<file path="src/rtl/pc_sequencer.sv">
// -----------------------------------------------------------------------------
// pc_sequencer
// Program-counter sequencer for a simple in-order core. Each cycle it picks the
// next PC (sequential, branch, JAL, JALR), stalls for data-cache accesses on
// load/store, and halts on a system opcode or a misaligned control-flow target.
//
// Ports:
//   clk         - single clock, all state updates on the rising edge
//   rst_b       - asynchronous active-low reset
//   inst_valid  - instruction fields valid; low holds the PC in RUN
//   opcode      - 7-bit opcode of the instruction at inst_addr
//   funct3      - branch condition select
//   rs1_data    - register operand 1
//   rs2_data    - register operand 2
//   imm         - sign-extended immediate (decoded externally)
//   cache_hit   - data-cache hit, only looked at in the MEM state
//   inst_addr   - registered PC
//   link_addr   - inst_addr + 4, return address for JAL/JALR writeback
//   stall       - high in MEM, MISS_WAIT, HALT, or RUN with inst_valid low
//   halted      - sticky until reset
//   misaligned  - sticky until reset; a taken target had bits [1:0] != 0
//
// Optional feature (define PC_SEQ_PERF_EN):
//   retire_cnt  - 32-bit wrapping count of PC advances and redirects
//   stall_cnt   - 32-bit wrapping count of stalled, non-halted cycles
// -----------------------------------------------------------------------------
module pc_sequencer #(
    parameter int                XLEN      = 32,
    parameter logic [XLEN-1:0]   RESET_PC  = {XLEN{1'b0}},
    parameter int                MISS_WAIT = 4
) (
    input  logic                 clk,
    input  logic                 rst_b,
    input  logic                 inst_valid,
    input  logic [6:0]           opcode,
    input  logic [2:0]           funct3,
    input  logic [XLEN-1:0]      rs1_data,
    input  logic [XLEN-1:0]      rs2_data,
    input  logic [XLEN-1:0]      imm,
    input  logic                 cache_hit,
    output logic [XLEN-1:0]      inst_addr,
    output logic [XLEN-1:0]      link_addr,
    output logic                 stall,
    output logic                 halted,
    output logic                 misaligned
`ifdef PC_SEQ_PERF_EN
    ,
    output logic [31:0]          retire_cnt,
    output logic [31:0]          stall_cnt
`endif
);

    localparam logic [6:0] OP_LOAD   = 7'h03;
    localparam logic [6:0] OP_STORE  = 7'h23;
    localparam logic [6:0] OP_BRANCH = 7'h63;
    localparam logic [6:0] OP_JALR   = 7'h67;
    localparam logic [6:0] OP_JAL    = 7'h6F;
    localparam logic [6:0] OP_SYSTEM = 7'h73;

    localparam logic [XLEN-1:0] PC_STEP   = {{(XLEN-3){1'b0}}, 3'b100};
    localparam logic [7:0]      MISS_LOAD = 8'(MISS_WAIT);

    typedef enum logic [1:0] {
        ST_RUN       = 2'd0,
        ST_MEM       = 2'd1,
        ST_MISS_WAIT = 2'd2,
        ST_HALT      = 2'd3
    } state_t;

    state_t            state_q, state_d;
    logic [XLEN-1:0]   pc_q, pc_d;
    logic [7:0]        cnt_q, cnt_d;
    logic              halted_q, halted_d;
    logic              mis_q, mis_d;

    logic              taken_s;
    logic              redirect_s;
    logic [XLEN-1:0]   target_s;
    logic [XLEN-1:0]   seq_pc_s;
    logic [XLEN-1:0]   jalr_sum_s;
    logic              advance_s;
    logic              stall_s;

    // Branch condition evaluation from funct3; undefined encodings are not taken.
    always_comb begin
        taken_s = 1'b0;
        case (funct3)
            3'd0:    taken_s = (rs1_data == rs2_data);
            3'd1:    taken_s = (rs1_data != rs2_data);
            3'd4:    taken_s = ($signed(rs1_data) <  $signed(rs2_data));
            3'd5:    taken_s = ($signed(rs1_data) >= $signed(rs2_data));
            3'd6:    taken_s = (rs1_data <  rs2_data);
            3'd7:    taken_s = (rs1_data >= rs2_data);
            default: taken_s = 1'b0;
        endcase
    end

    // Control-flow target selection; all arithmetic wraps at XLEN bits.
    always_comb begin
        seq_pc_s   = pc_q + PC_STEP;
        jalr_sum_s = rs1_data + imm;
        redirect_s = 1'b0;
        target_s   = pc_q + imm;
        case (opcode)
            OP_BRANCH: redirect_s = taken_s;
            OP_JAL:    redirect_s = 1'b1;
            OP_JALR: begin
                redirect_s = 1'b1;
                target_s   = {jalr_sum_s[XLEN-1:1], 1'b0};
            end
            default:   redirect_s = 1'b0;
        endcase
    end

    // Next-state, next-PC and sticky-flag logic.
    always_comb begin
        state_d   = state_q;
        pc_d      = pc_q;
        cnt_d     = cnt_q;
        halted_d  = halted_q;
        mis_d     = mis_q;
        advance_s = 1'b0;
        case (state_q)
            ST_RUN: begin
                if (!inst_valid) begin
                    pc_d = pc_q;
                end else if (opcode == OP_SYSTEM) begin
                    halted_d = 1'b1;
                    state_d  = ST_HALT;
                end else if ((opcode == OP_LOAD) || (opcode == OP_STORE)) begin
                    state_d = ST_MEM;
                end else if (redirect_s) begin
                    // A misaligned target never reaches the PC register.
                    if (target_s[1:0] != 2'b00) begin
                        mis_d    = 1'b1;
                        halted_d = 1'b1;
                        state_d  = ST_HALT;
                    end else begin
                        pc_d      = target_s;
                        advance_s = 1'b1;
                    end
                end else begin
                    pc_d      = seq_pc_s;
                    advance_s = 1'b1;
                end
            end
            ST_MEM: begin
                if (cache_hit) begin
                    pc_d      = seq_pc_s;
                    advance_s = 1'b1;
                    state_d   = ST_RUN;
                end else begin
                    cnt_d   = MISS_LOAD;
                    state_d = ST_MISS_WAIT;
                end
            end
            ST_MISS_WAIT: begin
                // Counter enters at MISS_WAIT and leaves at 1: exactly MISS_WAIT cycles here.
                if (cnt_q <= 8'd1) begin
                    cnt_d     = 8'd0;
                    pc_d      = seq_pc_s;
                    advance_s = 1'b1;
                    state_d   = ST_RUN;
                end else begin
                    cnt_d = cnt_q - 8'd1;
                end
            end
            ST_HALT: begin
                state_d = ST_HALT;
            end
            default: begin
                state_d = ST_RUN;
            end
        endcase
    end

    // State, PC, miss counter and sticky flags.
    always_ff @(posedge clk or negedge rst_b) begin
        if (!rst_b) begin
            state_q  <= ST_RUN;
            pc_q     <= RESET_PC;
            cnt_q    <= 8'd0;
            halted_q <= 1'b0;
            mis_q    <= 1'b0;
        end else begin
            state_q  <= state_d;
            pc_q     <= pc_d;
            cnt_q    <= cnt_d;
            halted_q <= halted_d;
            mis_q    <= mis_d;
        end
    end

    // Stall is decoded straight from the current state so the pipeline sees it this cycle.
    always_comb begin
        stall_s = 1'b1;
        if ((state_q == ST_RUN) && inst_valid) begin
            stall_s = 1'b0;
        end else begin
            stall_s = 1'b1;
        end
    end

    assign inst_addr  = pc_q;
    assign link_addr  = pc_q + PC_STEP;
    assign stall      = stall_s;
    assign halted     = halted_q;
    assign misaligned = mis_q;

`ifdef PC_SEQ_PERF_EN
    logic [31:0] retire_q, retire_d;
    logic [31:0] stcnt_q, stcnt_d;

    // Performance counter increments.
    always_comb begin
        retire_d = retire_q;
        stcnt_d  = stcnt_q;
        if (advance_s) begin
            retire_d = retire_q + 32'd1;
        end else begin
            retire_d = retire_q;
        end
        if (stall_s && !halted_q) begin
            stcnt_d = stcnt_q + 32'd1;
        end else begin
            stcnt_d = stcnt_q;
        end
    end

    // Performance counter registers.
    always_ff @(posedge clk or negedge rst_b) begin
        if (!rst_b) begin
            retire_q <= 32'd0;
            stcnt_q  <= 32'd0;
        end else begin
            retire_q <= retire_d;
            stcnt_q  <= stcnt_d;
        end
    end

    assign retire_cnt = retire_q;
    assign stall_cnt  = stcnt_q;
`else
    logic unused_advance_s;
    assign unused_advance_s = advance_s;
`endif

endmodule
</file>
<file path="config.mk">
export PLATFORM = sky130hd
export DESIGN_NAME = pc_sequencer
export DESIGN_NICKNAME = d
export VERILOG_FILES = /design/src/rtl/pc_sequencer.sv
export SDC_FILE = /design/constraint.sdc
export NUM_CORES = 1
export LEC_CHECK = 0
export CAP_MARGIN = 10
export CORE_MARGIN = 1
export CORE_UTILIZATION = 38
export CTS_CLUSTER_DIAMETER = 200
export CTS_CLUSTER_SIZE = 12
export DETAILED_ROUTE_END_ITERATION = 6
export SETUP_SLACK_MARGIN = 0.05
export SYNTH_ARGS = -nofsm -noshare
export SYNTH_HDL_FRONTEND = slang
export SYNTH_SLANG_ARGS = --single-unit
export TNS_END_PERCENT = 1
</file>
<file path="constraint.sdc">
create_clock -name clk -period 3.37 [get_ports clk]
set_clock_uncertainty 0.05 [all_clocks]
set_input_delay 0.674 -clock clk [delete_from_list [all_inputs] [get_ports clk]]
set_output_delay 0.674 -clock clk [all_outputs]
set_load 0.05 [all_outputs]
</file>
==> results.py <==
metrics = {
    "synth": {
        "synth-seq-cells": 44,
        "yosys_warnings": 0,
        "synth_fa_ha_area_frac": 0.1859,
        "synth_xor_area_frac": 0.1012,
        "synth_top_family_by_area": "compound AO/OA/AOI/OAI gates",
        "synth_area_leaders": "ha_1 (18%), dfrtp_1 (16%), xnor2_1 (6.6%)",
        "synth_simple_gate_area_frac": 0.2156,
        "synth_ff_type": "dfrtp_1",
        "synthMuxAreaShare": 0.01481,
        "postSynthCellCount": 940,
        "post_synth.cell_area_avg_sq_um": 7.459,
        "synth_cell_type_count": 69,
        "synth-compound-area-share": 0.2743,
        "yosysTopAreaCellShare": 0.1802,
        "synthArstFlopShare": 1.000,
        "synth-seq-area-share": 0.1570,
        "synth-edff-count": 0,
        "yosys.area.top_type": "ha_1",
        "syn_nets": 1153,
        "syn_area_sq_um": 7012,
    },
    "floorplanning": {
        "die_h_um": 137.8,
        "ios": 177,
        "core-area_sq_um": 18020,
        "dieArea_sq_um": 19000,
        "row_count": 49,
        "die_w_um": 137.8,
        "initial_core_util": 0.3890,
    },
    "drt": {
        "vias": 8246,
        "routed_wl_mm": 24.83,
        "drt.antenna.violating_nets": 0,
        "detail_route.vias_per_cell": 5.327,
        "drtIter0Drc": 435,
        "firstDrtPassIters": 5,
        "drc": 0,
        "wl_per_cell_um": 16.04,
    },
    "sta": {
        "fin_ws_ps": -602.5,
        "worst_slew_pin_slew_ps": 796.0,
        "min_period_over_period": 1.179,
        "rsz0062_at_grt": "true",
        "fin_hold_ws_ps": 406.2,
        "period_needed_ps": 3973,
        "relSlewSlack": 0.4693,
        "setup_violations": 35,
        "finalHoldViolCount": 0,
        "drv_slew": 0,
        "fmax_mhz": 251.7,
    },
    "critical_path": {
        "crit_required_ps": 3500,
        "rr_worst_depth": 13,
        "slowest_delay_ps": 540,
        "startpoint_type": "primary input",
        "path_max_fanout": 12,
        "critPathSlowestCell": "or4_4",
        "endpoint_kind": "flip-flop",
        "worstSetupPathType": "primary input to flip-flop",
        "cp_data_arrival_time_ps": 4110,
        "cp_cell_sequence": "clkdlybuf4s50_1 -> inv_1 -> ha_4 -> nand4_4 -> nor4_4 -> buf_4 -> inv_1 -> or4_4 -> xor2_1 -> or4_4 -> a31oi_4 -> buf_12 -> buf_6 -> o21ai_0 -> o22ai_1 -> o21ai_0",
    },
    "status": {
        "status": "finished, violations left",
        "violations": "setup timing",
    },
    "clock_network": {
        "cts_made_buffers": 5,
        "cts_tree": "yes",
        "clockRootBuffer": "clkbuf_16",
        "path_clk_slew_ps": 70,
        "htree_levels": 2,
        "clock_path_buffers": 2,
        "clock-sinks": 44,
        "clock_latency_ps": 300,
        "cts_hold_buf": 0,
    },
    "placement": {
        "gp_congestion": 0.8996,
        "numPortBuffers": 176,
        "post-place-cells": 1538,
        "dp_hpwl_mm": 20.76,
    },
    "cells_and_area": {
        "nNetsFinal": 1531,
        "nFillCells": 1664,
        "drive_gt1_frac": 0.2365,
        "antennaDiodeCount": 0,
        "syn_to_final_growth_pct": 60.55,
        "seq_area_sq_um": 1101,
        "fin_cells": 1548,
        "multiInputGateArea_sq_um": 5823,
    },
    "global_route": {
        "overflow": 0,
        "gr-usage-all-layers": 0.2648,
        "grt_pass1_wl_mm": 39.19,
        "grt_max_degree": 34,
        "grt_antenna_before_repair": 0,
        "grt_pass1_vias": 8083,
    },
    "hold_path": {
        "hp-class": "primary input to asynchronous set/reset pin",
    },
    "power": {
        "ir_worst_vdd_uv": 599.8,
        "leakage_nw": 5.179,
        "power_density_nw_per_um2": 693.9,
    },
    "run": {
        "cap_violations": 0,
    },
}
## stage by stage
step	cell area, sq um	setup TNS (ps)	worst slack, ps	total power (W)	util
final	11260	-17560	-602.5	0.007811	0.6245
after global routing	11260	-22130	-711.3	0.008345	0.6245
after CTS	11180	-17530	-597.8	0.007781	0.6204
after detailed placement	10910	-31570	-1003	0.007207	0.6050
after global placement	10910	-29100	-954.4	0.007168	0.6050
after floorplan	7092	-2116	-164.8	0.004646	-
## cell type report
cell class | count | area share
timing repair buffer | 399 | 0.3273
multi-input combinational | 810 | 0.5173
inverter | 58 | 0.01934
clock buffer | 5 | 0.01111
sequential | 44 | 0.09781
tap | 229 | 0.02545
clock inverter | 3 | 0.001667
## Yosys cell counts (all sizes together), types with 14 or more instances
cell / count
ha: 101
nor2: 73
o31ai: 21
clkbuf: 16
and3: 14
a21oi: 88
o21ai: 79
dfrtp: 44
inv: 58
xor2: 28
a21o: 19
nand3: 25
a211oi: 20
nor3: 16
xnor2: 53
nand4: 17
nand2: 103
## path summary, 6_finish.rpt
check / slack, ps / start / end
max: -600 / rs2_data[15] / inst_addr[25]
min: 410 / rst_b / inst_addr[31]
max reg2reg: 60 / inst_addr[4] / inst_addr[31]
min reg2reg: 420 / halted / halted
max in group asynchronous: 2220 / rst_b / inst_addr[10]
min in group clk: 420 / halted / halted
## cell families after synthesis
logic type                 Yosys count
DFF                                 44
adders and majority gates          103
and+or+nand+nor                    310
AOI/OAI and AO/OA                  306
buffers and inverters               86
xor gates and xnor gates            81
muxes                               10
## worst max-delay path: cells and delay by family
family / cells / cell delay, ps
xor+xnor: 1 / 180
buf+inv: 6 / 1040
compound gates: 4 / 520
fa+ha+maj: 1 / 280
simple gates: 4 / 1410
## state kept, by name (all words and copies together) (netlist names)
| name | count |
|---|---|
| misaligned | 1 |
| halted | 1 |
| inst_addr | 32 |
| state_q | 2 |
| cnt_q | 8 |
## routing by layer
layer,GRT usage,vias up,wire length [um]
met5,0,-,0
met4,0.07850,0,573
met3,0.02428,38,1283
met2,0.4562,238,11570
met1,0.3484,3788,11410
li1,-,4182,-
## power by group
part	internal, W	switching, W	total, W
logic	0.00273	0.00354	0.00627
registers	0.000747	0.000283	0.00103
clock network	0.000274	0.000238	0.000513
## layout by cell type (no fill, tap or decap), drive strengths merged, types with 3 or more instances in the layout
cell type	netlist	routed
buf	12	247
and2	6	6
nor3	16	16
ha	101	101
a31oi	13	13
nand2b	13	13
nor2b	8	8
a21boi	4	4
nand3	25	25
xnor2	53	53
nand3b	3	3
o22ai	5	5
o21ai	79	79
nor4	6	6
and4	3	3
nand2	103	103
o31ai	21	21
or3	5	5
and3	14	14
clkinv	0	3
mux2	3	3
inv	58	58
or2	7	7
a211oi	20	20
o21a	12	12
a21o	19	19
a21oi	88	88
nand4	17	17
o211ai	11	11
or4	3	3
clkbuf	16	5
dfrtp	44	44
a221oi	3	3
nor2	73	73
nor3b	5	5
a211o	4	4
o21bai	7	7
xor2	28	28
mux2i	7	7
clkdlybuf4s50	0	152
## timing repair
action,in CTS,in global routing
pin swaps,3,6
gates resized for setup,25,19
setup buffers,1,1
setup endpoints to repair,41,43
Note: power is estimated with default switching activity, not from simulation.
